$ cat src/rtl/mem_arbiter.sv
// mem_arbiter: shares one 256x8 synchronous-read memory between the
// processor (port 0) and a debug/loader port (port 1). Accesses are
// serialised through IDLE -> ISSUE (-> RDATA) -> IDLE, with a one-cycle
// grant pulse in ISSUE and a one-cycle read-valid pulse in RDATA.
// Ties go round-robin, or always to port 1 when FIXED_PRI is set.
module mem_arbiter #(
  parameter bit FIXED_PRI = 1'b0
) (
  input  logic       CLOCK_50,
  input  logic       RESET_N,
  input  logic [1:0] req,
  input  logic [1:0] we,
  input  logic [7:0] addr0,
  input  logic [7:0] addr1,
  input  logic [7:0] wdata0,
  input  logic [7:0] wdata1,
  output logic [1:0] gnt,
  output logic [1:0] rvalid,
  output logic [7:0] rdata,
  output logic       busy,
  output logic       mem_read,
  output logic       mem_write,
  output logic [7:0] mem_addr,
  output logic [7:0] mem_wdata,
  input  logic [7:0] mem_rdata
);

  typedef enum logic [1:0] {
    IDLE  = 2'b00,
    ISSUE = 2'b01,
    RDATA = 2'b10
  } arbState_t;

  arbState_t  r_state;
  arbState_t  w_nextState;

  logic       r_cmdWe;
  logic [7:0] r_cmdAddr;
  logic [7:0] r_cmdWdata;
  logic       r_owner;
  logic       r_lastGrant;
  logic [7:0] r_rdata;

  logic       w_accept;
  logic       w_winner;
  logic [1:0] w_ownerOneHot;

  // A request is only taken while idle; busy states ignore req entirely.
  assign w_accept = (r_state == IDLE) && (req != 2'b00);

  // One-hot form of the current owner, shared by the grant and valid pulses.
  assign w_ownerOneHot = r_owner ? 2'b10 : 2'b01;

  // The memory address and write data come straight from the latched command,
  // so they hold their last values between transactions.
  assign mem_addr  = r_cmdAddr;
  assign mem_wdata = r_cmdWdata;

  // Pick the winning port: a lone requester wins, a tie goes to port 1 under
  // fixed priority, otherwise to whichever port was not granted last.
  always_comb begin
    w_winner = 1'b0;
    case (req)
      2'b01:   w_winner = 1'b0;
      2'b10:   w_winner = 1'b1;
      2'b11:   w_winner = FIXED_PRI ? 1'b1 : ~r_lastGrant;
      default: w_winner = 1'b0;
    endcase
  end

  // State register; reset drops straight back to IDLE, abandoning any command.
  always_ff @(posedge CLOCK_50 or negedge RESET_N) begin
    if (!RESET_N) begin
      r_state <= IDLE;
    end else begin
      r_state <= w_nextState;
    end
  end

  // Next-state logic: writes finish after ISSUE, reads spend one more cycle
  // in RDATA while the memory's registered output is presented.
  always_comb begin
    w_nextState = IDLE;
    case (r_state)
      IDLE:    w_nextState = w_accept ? ISSUE : IDLE;
      ISSUE:   w_nextState = r_cmdWe ? IDLE : RDATA;
      RDATA:   w_nextState = IDLE;
      default: w_nextState = IDLE;
    endcase
  end

  // Latch the winner's command and remember it for the round-robin tie-break.
  // last_grant starts at 1 so port 0 wins the first tie after reset.
  always_ff @(posedge CLOCK_50 or negedge RESET_N) begin
    if (!RESET_N) begin
      r_cmdWe     <= 1'b0;
      r_cmdAddr   <= 8'h00;
      r_cmdWdata  <= 8'h00;
      r_owner     <= 1'b0;
      r_lastGrant <= 1'b1;
    end else if (w_accept) begin
      r_cmdWe     <= we[w_winner];
      r_cmdAddr   <= w_winner ? addr1 : addr0;
      r_cmdWdata  <= w_winner ? wdata1 : wdata0;
      r_owner     <= w_winner;
      r_lastGrant <= w_winner;
    end
  end

  // Capture the read data on the way out of RDATA so rdata keeps showing it.
  always_ff @(posedge CLOCK_50 or negedge RESET_N) begin
    if (!RESET_N) begin
      r_rdata <= 8'h00;
    end else if (r_state == RDATA) begin
      r_rdata <= mem_rdata;
    end
  end

  // Outputs decode from the state alone, so reset clears them immediately
  // without waiting for a clock edge; read and write strobes are exclusive.
  always_comb begin
    gnt       = 2'b00;
    rvalid    = 2'b00;
    mem_read  = 1'b0;
    mem_write = 1'b0;
    busy      = 1'b0;
    rdata     = r_rdata;
    case (r_state)
      ISSUE: begin
        gnt       = w_ownerOneHot;
        mem_write = r_cmdWe;
        mem_read  = ~r_cmdWe;
        busy      = 1'b1;
      end
      RDATA: begin
        rvalid = w_ownerOneHot;
        rdata  = mem_rdata;
        busy   = 1'b1;
      end
      default: begin
        busy = 1'b0;
      end
    endcase
  end

endmodule

$ cat config.mk
export PLATFORM = sky130hd
export DESIGN_NAME = mem_arbiter
export DESIGN_NICKNAME = d
export VERILOG_FILES = /design/src/rtl/mem_arbiter.sv
export SDC_FILE = /design/constraint.sdc
export NUM_CORES = 1
export LEC_CHECK = 0
export ABC_AREA = 0
export CORE_ASPECT_RATIO = 1.5
export CORE_MARGIN = 2
export CORE_UTILIZATION = 40
export DETAILED_ROUTE_END_ITERATION = 6
export PLACE_DENSITY = 0.95
export SLEW_MARGIN = 20
export SYNTH_ARGS = -nofsm -noshare
export SYNTH_HDL_FRONTEND = slang
export SYNTH_SLANG_ARGS = --single-unit
$ cat constraint.sdc
create_clock -name CLOCK_50 -period 2.9 [get_ports CLOCK_50]
set_input_delay 0.58 -clock CLOCK_50 [delete_from_list [all_inputs] [get_ports CLOCK_50]]
set_output_delay 0.58 -clock CLOCK_50 [all_outputs]
set_load 0.01 [all_outputs]
# ---- After elaboration in Yosys (flattened, before gate mapping)
# Index checks and enable logic that the tools add are counted.
# W data, S select, Z words.
dict set report word_totals {
  reg_bits 29
  input_bits 46
  out_inout_bits 31
  elab_cells 33
}
dict set report classes {
  order_cmp 1
  n_eq_ne 4
  muxes 15
  n_bitwise 2
  reduce_logical 4
}
# cell count
set ops {}
lappend ops {{$mux W8} 3}
lappend ops {{$mux W2} 4}
lappend ops {{$eq A2 B2 Y1 const B} 3}
lappend ops {{$mux W1} 6}
lappend ops {{$pmux W2 S2} 1}
lappend ops {{$eq A2 B1 Y1 const B} 1}
lappend ops {{$logic_not A2 Y1} 1}
lappend ops {{$lt A1 B2 Y1 const B} 1}
lappend ops {{$not A1 Y1} 2}
lappend ops {{$pmux W1 S2} 1}
lappend ops {{$reduce_bool A2 Y1} 1}
lappend ops {{$reduce_or A2 Y1} 1}
lappend ops {{$logic_and A1 B1 Y1} 1}

# ---- Longest topological paths before layout
# Gate-level depths: netlist (run 1).
dict set report logic_depth {
  ltp_word 4
  mapped_depth 7
  mapped_depth_nobuf 6
}

# ---- Worst setup path before layout (run 1)
# No wires, ideal clock.
dict set report synth_path {
  path_kind {register to output}
  from {reg r_state[0]}
  to {out rdata[0]}
  arrival_ps 1121
  required_time_ps 2320
  path_slack_ps 1199
  stages_incl_launch_ff 5
  n_path_buf 1
  cell_sequence {dfrtp_1 > inv_1 > ha_1 > buf_2 > mux2_2}
}
dict set report synth_between {
  elab_chain_cells 2
}
# element line
set synth_rtl {}
lappend synth_rtl {{from (decl)} 34} ;# arbState_t r_state;
lappend synth_rtl {{from (signal assigned)} 76} ;# r_state <= w_nextState;
lappend synth_rtl {{$eq A2 B2 Y1} 128} ;# case (r_state)
lappend synth_rtl {{$mux W8} 128}
lappend synth_rtl {{to (decl)} 19} ;# output logic [7:0] rdata,
# Every way passes these cells.

# ---- Worst setup path in the final report (run 1)
# Ends and elaborated chain as after synthesis.

==> results of run 1 <==
[state kept, by name, summed over array words and instances, names as in the netlist]
| register | count |
|---|---|
| mem_wdata | 8 |
| r_state | 2 |
| r_cmdWe | 1 |
| r_owner | 1 |
| r_rdata | 8 |
| r_lastGrant | 1 |
| mem_addr | 8 |
[area by class of cell]
| cell class | instances | area [sq um] | share of cell area |
|---|---|---|---|
| Clock buffer | 6 | 72.57 | 0.03331 |
| Timing Repair Buffer | 78 | 775.7 | 0.3561 |
| Multi-Input combinational cell | 91 | 531.8 | 0.2441 |
| Tap cell | 40 | 50.05 | 0.02298 |
| Inverter | 3 | 11.26 | 0.005169 |
| Sequential cell | 29 | 726.9 | 0.3337 |
| Clock inverter | 2 | 10.01 | 0.004595 |
[synthesized netlist by cell type]
master,n,share of area
sky130_fd_sc_hd__nor2b_1,3,0.014
sky130_fd_sc_hd__dfstp_2,1,0.020
sky130_fd_sc_hd__nor2_1,17,0.048
sky130_fd_sc_hd__mux2_2,8,0.068
sky130_fd_sc_hd__buf_6,2,0.017
sky130_fd_sc_hd__a31oi_1,1,0.0047
sky130_fd_sc_hd__ha_1,3,0.028
sky130_fd_sc_hd__inv_1,2,0.0057
sky130_fd_sc_hd__dfrtp_1,28,0.53
sky130_fd_sc_hd__buf_4,3,0.017
sky130_fd_sc_hd__a22o_1,1,0.0066
sky130_fd_sc_hd__a21oi_2,1,0.0066
sky130_fd_sc_hd__nand2_1,17,0.048
sky130_fd_sc_hd__buf_2,1,0.0038
sky130_fd_sc_hd__a21boi_4,1,0.014
sky130_fd_sc_hd__and2_1,3,0.014
sky130_fd_sc_hd__inv_2,1,0.0028
sky130_fd_sc_hd__a21oi_1,34,0.13
sky130_fd_sc_hd__o21ai_4,1,0.012
sky130_fd_sc_hd__a21bo_1,1,0.0076
[how the worst max path moves through the flow]
stage            startpoint  endpoint  cells after the start
2_1_floorplan    r_state[0]  rdata[0]                      4
3_3_place_gp   mem_rdata[7]  rdata[7]                      3
3_5_place_dp   mem_rdata[5]  rdata[5]                      3
4_1_cts          r_state[0]  rdata[0]                      4
5_1_grt          r_state[0]  rdata[1]                      4
6_report         r_state[0]  rdata[0]                      4
[power by group]
| part | total (mW) | switching, mW | internal (mW) |
|---|---|---|---|
| clock | 0.311 | 0.145 | 0.166 |
| combinational | 1.20 | 0.538 | 0.663 |
| sequential | 0.722 | 0.105 | 0.617 |
[metal layers]
layer | wire (um) | global-route usage
met1 | 1320 | 0.2081
met2 | 1960 | 0.3810
met5 | 0 | 0
met3 | 202 | 0.05221
met4 | 49 | 0.08408
[cell families (layout without fill, tap and decap cells)]
group | Yosys count | count (layout) | share of synthesized area
buf+inv | 9 | 89 | 0.04644
simple gates | 40 | 40 | 0.1251
mux | 8 | 8 | 0.06825
compound gates | 40 | 40 | 0.1811
flops | 29 | 29 | 0.5507
fa+ha+maj | 3 | 3 | 0.02844
[critical path, cell delays in order (launching register included)]
cell and delay (ns):
sky130_fd_sc_hd__dfrtp_1 0.38, sky130_fd_sc_hd__inv_1 0.08, sky130_fd_sc_hd__ha_1 0.39, sky130_fd_sc_hd__mux2_2 0.40, sky130_fd_sc_hd__clkdlybuf4s50_1 0.49
[per-stage QoR]
stage	total power, mW	utilization	cells
2_1_floorplan	1.325	-	129
3_3_place_gp	1.900	0.6634	241
3_5_place_dp	1.944	0.6634	241
4_1_cts	2.263	0.6895	249
5_1_grt	2.399	0.6895	249
6_report	2.234	0.6895	249
==> qor.yml, run 1 <==
outcome: "finished, final reports clean"
ctsLongestPathBuffers: 2
clk_latency_ns: 0.28
grt_start_max_net_pins: 30
worstHoldPathType: "flip-flop to flip-flop"
routed-via-count: 1208
setup.worst_path.class: "flip-flop to output port"
postCtsResizedCells: 0
grt_usage: 0.2021
antenna_left: 0
final.period_utilization: 0.8940
vias_in_the_first_global_route: 1301
cts.hold.buffers_added: 0
die_width_um: 50.91
mappedNetlistNets: 178
floorplan.rows: 25
root_buffer: "sky130_fd_sc_hd__clkbuf_8"
htree_num_levels: 2
crit_arrival_ns: 2.01
crit-reg2reg-launch: "r_state[0]"
syn-cell-area_sq_um: 1320
layout-drive-gt1-share: 0.1053
crit_fanout: 10
layout_common_cells: "76 x sky130_fd_sc_hd__clkdlybuf4s50_1, 34 x sky130_fd_sc_hd__a21oi_1, 28 x sky130_fd_sc_hd__dfrtp_1, 17 x sky130_fd_sc_hd__nand2_1, 17 x sky130_fd_sc_hd__nor2_1"
p_per_area_nw_per_um2: 1026
slew_headroom: 0.6331
worst_hold_startpoint: "r_cmdWe"
antenna_found_initial: 0
cts.repair_timing.setup_buffer_count: 0
syn_area_per_cell_sq_um: 10.23
hold_critical_path_depth: 1
place.port_buffers: 76
place.detailed.hpwl_mm: 2.657
worst-slew-pin-transition_ns: 0.5503
synth_seq_area_share: 0.5507
setup_slack_ns: 0.3075
die_height_um: 74.36
dr.first_iter.drc_count: 10
detailed_place.area_sq_um: 2096
route.detailed.wl_per_inst_um: 14.19
final_common_cell: "sky130_fd_sc_hd__clkdlybuf4s50_1"
hold_slack_ns: 0.4694
drt-vias-per-instance: 4.851
initial_utilization: 0.4178
worst_clock_skew_ns: 0.005784
syn_inst: 129
grt_overflow: 0
reg2regPathDepth: 6
post_synth_num_cell_types: 20
crit_required_ns: 2.32
core-area_sq_um: 3159
finalSetupViolCount: 0
worst_setup_path_end_kind: "output port"
final-max-slew-violation-count: 0
tritoncts: "done"
min_tclk_post_route_ns: 2.592
max-vdd-ir-drop_mv: 0.5100
ys_warn_count: 0
cts.sinks: 29
regToRegSetupSlack_ns: 1.44
maximum_achievable_frequency_mhz: 385.7
cts-buffers-inserted: 5
setup.worst_path.start_class: "flip-flop"
io_pins: 77
gp_routability_congestion: 0.7732
grt_setup_unrepaired: "false"
yosys_register_bits: 29
drt_drc_violations_left: 0
grt_pass1_wl_mm: 5.685
routed_wirelength_mm: 3.533
number_of_search_and_repair_iterations_in_the_first_detailed_routing_pass: 3
design.die.area_sq_um: 3785
num-nets-final: 257
whs_endpoint: "r_state[1]"
p_leak_nw: 0.9211
area_grow_syn2layout_pct: 65.02
hold_viol_final: 0
clock_pin_slew_of_the_registers_on_the_worst_case_setup_and_hold_paths_ns: 0.06
pre_cts_ws_ns: 0.5415
timing.max_cap.violations: 0
crit-reg2reg-capture: "mem_wdata[5]"
antenna_cells: 0
setup-tns-final_ns: 0
num-fill-cells: 236
finish.instance_area_sq_um: 2178
Power figures use the tool's default switching activity.
==> run 2, diff against run 1 <==
--- a/config.mk
+++ b/config.mk
@@ -10,7 +10,7 @@
 export CORE_MARGIN = 2
 export CORE_UTILIZATION = 40
 export DETAILED_ROUTE_END_ITERATION = 6
-export PLACE_DENSITY = 0.95
+export PLACE_DENSITY = 0.84
 export SLEW_MARGIN = 20
 export SYNTH_ARGS = -nofsm -noshare
 export SYNTH_HDL_FRONTEND = slang
==> run 2 against run 1 <==
  * Utilization is the same
  * Global-route usage is 0.64 points lower
  * Worst hold slack got worse by 0.010 ns
  * Wire length increased by 1.8%
  * Combinational power about the same
  * Clock power increased by 5%
  * Maximum frequency decreased by 0.54%
  * Via count grew 0.83%
  * Non-clock buffer count down 1
  * Sequential power about the same
  * Clock skew hardly changed
  * Power is 0.63% higher
  * Critical path type unchanged
  * Critical endpoint is now rdata[4]
  * Highest routed layer is now met3
==> qor.yml, run 2 (synthesis gave the netlist of run 1 again) <==
outcome: "finished, final reports clean"  # unchanged
worst_clock_skew_ns: 0.006051  # was 0.005784 ns
setup.worst_path.start_class: "flip-flop"  # unchanged
antenna_found_initial: 0  # unchanged
crit_arrival_ns: 2.03  # was 2.01 ns
setup-tns-final_ns: 0  # unchanged
core-area_sq_um: 3159  # unchanged
grt_pass1_wl_mm: 5.506  # was 5.685 mm
clk_latency_ns: 0.27  # was 0.28 ns
drt_drc_violations_left: 0  # unchanged
place.port_buffers: 76  # unchanged
design.die.area_sq_um: 3785  # unchanged
clock_pin_slew_of_the_registers_on_the_worst_case_setup_and_hold_paths_ns: 0.06  # about the same
route.detailed.wl_per_inst_um: 14.50  # was 14.19 um
worstHoldPathType: "flip-flop to flip-flop"  # unchanged
layout-drive-gt1-share: 0.09615  # was 0.1053
vias_in_the_first_global_route: 1251  # was 1301
tritoncts: "done"  # unchanged
crit_fanout: 10  # unchanged
power_consumption_mw: 2.248  # was 2.234 mW
ctsLongestPathBuffers: 2  # unchanged
maximum_achievable_frequency_mhz: 383.6  # was 385.7 MHz
number_of_search_and_repair_iterations_in_the_first_detailed_routing_pass: 4  # was 3
final-max-slew-violation-count: 0  # unchanged
dpl.cell_count: 240  # was 241
postLayoutCoreUtil: 0.6895  # unchanged
io_pins: 77  # unchanged
grt_setup_unrepaired: "false"  # unchanged
drt-vias-per-instance: 4.911  # was 4.851
area_grow_syn2layout_pct: 65.02  # unchanged
p_leak_nw: 0.9170  # was 0.9211 nW
cts.hold.buffers_added: 0  # unchanged
routed_wirelength_mm: 3.595  # was 3.533 mm
layout_common_cells: "76 x sky130_fd_sc_hd__clkdlybuf4s50_1, 34 x sky130_fd_sc_hd__a21oi_1, 28 x sky130_fd_sc_hd__dfrtp_1, 17 x sky130_fd_sc_hd__nand2_1, 17 x sky130_fd_sc_hd__nor2_1"  # unchanged
instances_no_fill: 248  # was 249
worst_setup_path_end_kind: "output port"  # unchanged
grt_overflow: 0  # unchanged
antenna_left: 0  # unchanged
floorplan.rows: 25  # unchanged
reg2regPathDepth: 6  # unchanged
die_width_um: 50.91  # unchanged
setup.worst_path.class: "flip-flop to output port"  # unchanged
cts.sinks: 29  # unchanged
place.detailed.hpwl_mm: 2.795  # was 2.657 mm
min_tclk_post_route_ns: 2.607  # was 2.592 ns
hold_slack_ns: 0.4591  # was 0.4694 ns
root_buffer: "sky130_fd_sc_hd__clkbuf_8"  # unchanged
timing.max_cap.violations: 0  # unchanged
p_per_area_nw_per_um2: 1032  # was 1026 nW/um^2
slew_headroom: 0.6391  # was 0.6331
max-vdd-ir-drop_mv: 0.5473  # was 0.5100 mV
final.period_utilization: 0.8988  # was 0.8940
htree_num_levels: 2  # unchanged
dr.first_iter.drc_count: 32  # was 10
hold_critical_path_depth: 1  # unchanged
postCtsResizedCells: 0  # unchanged
gp_routability_congestion: 0.7325  # was 0.7732
detailed_place.area_sq_um: 2088  # was 2096 sq um
setup_slack_ns: 0.2934  # was 0.3075 ns
grt_start_max_net_pins: 30  # unchanged
cts-buffers-inserted: 5  # unchanged
cts.repair_timing.setup_buffer_count: 0  # unchanged
worst-slew-pin-transition_ns: 0.5393  # was 0.5503 ns
final_common_cell: "sky130_fd_sc_hd__clkdlybuf4s50_1"  # unchanged
routed-via-count: 1218  # was 1208
finalSetupViolCount: 0  # unchanged
num-nets-final: 256  # was 257
num-fill-cells: 246  # was 236
grt_usage: 0.1957  # was 0.2021
crit_required_ns: 2.32  # about the same
pre_cts_ws_ns: 0.5492  # was 0.5415 ns
antenna_cells: 0  # unchanged
hold_viol_final: 0  # unchanged
finish.instance_area_sq_um: 2178  # unchanged
initial_utilization: 0.4178  # unchanged
die_height_um: 74.36  # unchanged
-- run 2: critical path, cell delays in order (launching register included) --
cell and delay [ns]:
sky130_fd_sc_hd__dfrtp_1 0.38, sky130_fd_sc_hd__inv_1 0.08, sky130_fd_sc_hd__ha_1 0.40, sky130_fd_sc_hd__mux2_2 0.40, sky130_fd_sc_hd__clkdlybuf4s50_1 0.49
-- run 2: power breakdown --
part	total (mW)	internal (mW)	switching [mW]
clock network	0.328	0.193	0.135
logic	1.20	0.654	0.542
registers	0.724	0.618	0.106
-- run 2: per-layer routing --
metal	vias up	share of wire	track usage
li1	585	-	-
met5	-	0	0
met4	0	0	0.04805
met1	586	0.35	0.1895
met2	47	0.58	0.3896
met3	0	0.064	0.06225
-- run 2: cell type report --
| type | instances | area [sq um] | area share |
|---|---|---|---|
| clock buffer | 8 | 90.09 | 0.04136 |
| inverter | 3 | 11.26 | 0.005169 |
| multi-input combinational | 91 | 531.8 | 0.2441 |
| sequential | 29 | 726.9 | 0.3337 |
| tap | 40 | 50.05 | 0.02298 |
| timing repair buffer | 77 | 768.2 | 0.3527 |
-- run 2: path summary, 6_finish.rpt --
| kind | startpoint | to | slack [ns] |
|---|---|---|---|
| hold / removal | r_cmdWe | r_state[1] | 0.46 |
| setup reg to reg | r_state[1] | mem_wdata[1] | 1.37 |
| min in group asynchronous | RESET_N | mem_addr[0] | 0.69 |
| max in group asynchronous | RESET_N | r_lastGrant | 1.89 |
| hold reg to reg | r_cmdWe | r_state[1] | 0.46 |
| setup / recovery | r_state[0] | rdata[4] | 0.29 |
==> run 3, diff against run 2 <==
--- a/config.mk
+++ b/config.mk
@@ -7,9 +7,9 @@
 export LEC_CHECK = 0
 export ABC_AREA = 0
 export CORE_ASPECT_RATIO = 1.5
-export CORE_MARGIN = 2
 export CORE_UTILIZATION = 40
 export DETAILED_ROUTE_END_ITERATION = 6
+export MAX_ROUTING_LAYER = met4
 export PLACE_DENSITY = 0.84
 export SLEW_MARGIN = 20
 export SYNTH_ARGS = -nofsm -noshare
==> run 3 against run 2 <==
  * Worst hold slack got worse by 0.0098 ns
  * Clock skew is 0.0028 ns lower
  * Critical path type unchanged
  * Utilization grew 0.36 points
  * Non-clock buffer count unchanged
  * Flip-flop and latch count unchanged
  * Highest routed layer is now met4
  * Critical endpoint unchanged
==> qor.yml, run 3 (synthesis gave the netlist of run 1 again) <==
route.detailed.wl_per_inst_um: 14.67  # was 14.50 um
routed-via-count: 1275  # was 1218
crit_required_ns: 2.32  # about the same
num-nets-final: 256  # unchanged
die_height_um: 72.36  # was 74.36 um
power_consumption_mw: 2.287  # was 2.248 mW
floorplan.rows: 25  # unchanged
place.detailed.hpwl_mm: 2.744  # was 2.795 mm
instances_no_fill: 248  # unchanged
p_per_area_nw_per_um2: 1044  # was 1032 nW/um^2
hold_viol_final: 0  # unchanged
final-max-slew-violation-count: 0  # unchanged
gp_routability_congestion: 0.7425  # was 0.7325
max-vdd-ir-drop_mv: 0.5268  # was 0.5473 mV
tritoncts: "done"  # unchanged
place.port_buffers: 76  # unchanged
antenna_found_initial: 0  # unchanged
grt_start_max_net_pins: 30  # unchanged
drt_drc_violations_left: 0  # unchanged
setup_slack_ns: 0.2548  # was 0.2934 ns
dpl.cell_count: 240  # unchanged
crit_fanout: 10  # unchanged
p_leak_nw: 0.9257  # was 0.9170 nW
finish.instance_area_sq_um: 2190  # was 2178 sq um
finalSetupViolCount: 0  # unchanged
maximum_achievable_frequency_mhz: 378.0  # was 383.6 MHz
postCtsResizedCells: 0  # unchanged
cts.sinks: 29  # unchanged
clock_pin_slew_of_the_registers_on_the_worst_case_setup_and_hold_paths_ns: 0.06  # about the same
cts.hold.buffers_added: 0  # unchanged
setup.worst_path.class: "flip-flop to output port"  # unchanged
min_tclk_post_route_ns: 2.645  # was 2.607 ns
hold_slack_ns: 0.4493  # was 0.4591 ns
routed_wirelength_mm: 3.639  # was 3.595 mm
grt_pass1_wl_mm: 5.754  # was 5.506 mm
setup.worst_path.start_class: "flip-flop"  # unchanged
grt_setup_unrepaired: "false"  # unchanged
vias_in_the_first_global_route: 1304  # was 1251
cts-buffers-inserted: 5  # unchanged
worst_setup_path_end_kind: "output port"  # unchanged
core-area_sq_um: 3159  # unchanged
worstHoldPathType: "flip-flop to flip-flop"  # unchanged
detailed_place.area_sq_um: 2088  # unchanged
die_width_um: 48.91  # was 50.91 um
antenna_left: 0  # unchanged
clk_latency_ns: 0.28  # was 0.27 ns
ff_latch_area_sq_um: 726.9  # unchanged
num-fill-cells: 239  # was 246
final.period_utilization: 0.9122  # was 0.8988
worst_clock_skew_ns: 0.003205  # was 0.006051 ns
layout_common_cells: "76 x sky130_fd_sc_hd__clkdlybuf4s50_1, 34 x sky130_fd_sc_hd__a21oi_1, 28 x sky130_fd_sc_hd__dfrtp_1, 17 x sky130_fd_sc_hd__nand2_1, 17 x sky130_fd_sc_hd__nor2_1"  # unchanged
area_grow_syn2layout_pct: 65.88  # was 65.02%
root_buffer: "sky130_fd_sc_hd__clkbuf_8"  # unchanged
initial_utilization: 0.4178  # unchanged
multiInputGateArea_sq_um: 531.8  # unchanged
final_common_cell: "sky130_fd_sc_hd__clkdlybuf4s50_1"  # unchanged
postLayoutCoreUtil: 0.6931  # was 0.6895
drt-vias-per-instance: 5.141  # was 4.911
cts.repair_timing.setup_buffer_count: 0  # unchanged
io_pins: 77  # unchanged
slew_headroom: 0.6277  # was 0.6391
timing.max_cap.violations: 0  # unchanged
layout-drive-gt1-share: 0.1058  # was 0.09615
dr.first_iter.drc_count: 29  # was 32
number_of_search_and_repair_iterations_in_the_first_detailed_routing_pass: 4  # unchanged
pre_cts_ws_ns: 0.5417  # was 0.5492 ns
crit_arrival_ns: 2.07  # was 2.03 ns
grt_overflow: 0  # unchanged
ctsLongestPathBuffers: 2  # unchanged
antenna_cells: 0  # unchanged
worst-slew-pin-transition_ns: 0.5584  # was 0.5393 ns
setup-tns-final_ns: 0  # unchanged
design.die.area_sq_um: 3539  # was 3785 sq um
htree_num_levels: 2  # unchanged
grt_usage: 0.2279  # was 0.1957
outcome: "finished, final reports clean"  # unchanged
## run 3: report_power, final
group	switching (mW)	leakage (nW)	internal [mW]
clock	0.146	0.0542	0.214
combinational	0.546	0.537	0.654
sequential	0.109	0.334	0.617
## run 3: per-layer routing
layer,global-route usage,up-vias,wire [um]
met4,0.1111,0,96
met5,-,-,0
met3,0.07547,10,226
li1,-,586,-
met1,0.2171,610,1320
met2,0.4074,69,1996
## run 3: path summary, 6_finish.rpt
| kind | slack, ns | start | cells past startpoint | end |
|---|---|---|---|---|
| max | 0.25 | r_state[0] | 4 | rdata[4] |
| min | 0.45 | r_cmdWe | 1 | r_state[1] |
| max reg2reg | 1.36 | r_state[0] | 6 | mem_wdata[7] |
| min reg2reg | 0.45 | r_cmdWe | 1 | r_state[1] |
| max in group asynchronous | 1.90 | RESET_N | 2 | r_lastGrant |
| min in group asynchronous | 0.70 | RESET_N | 2 | mem_addr[7] |
## run 3: area by class of cell
cell class / instances / area share
Clock buffer: 7 / 0.04400
Sequential cell: 29 / 0.3320
Inverter: 3 / 0.005143
Timing Repair Buffer: 77 / 0.3509
Clock inverter: 1 / 0.002286
Tap cell: 40 / 0.02286
Multi-Input combinational cell: 91 / 0.2429
## run 3: worst max-delay path, cell delays in order (launching register included)
cell and delay, ns:
sky130_fd_sc_hd__dfrtp_1 0.39, sky130_fd_sc_hd__inv_1 0.09, sky130_fd_sc_hd__ha_1 0.42, sky130_fd_sc_hd__mux2_2 0.41, sky130_fd_sc_hd__clkdlybuf4s50_1 0.48
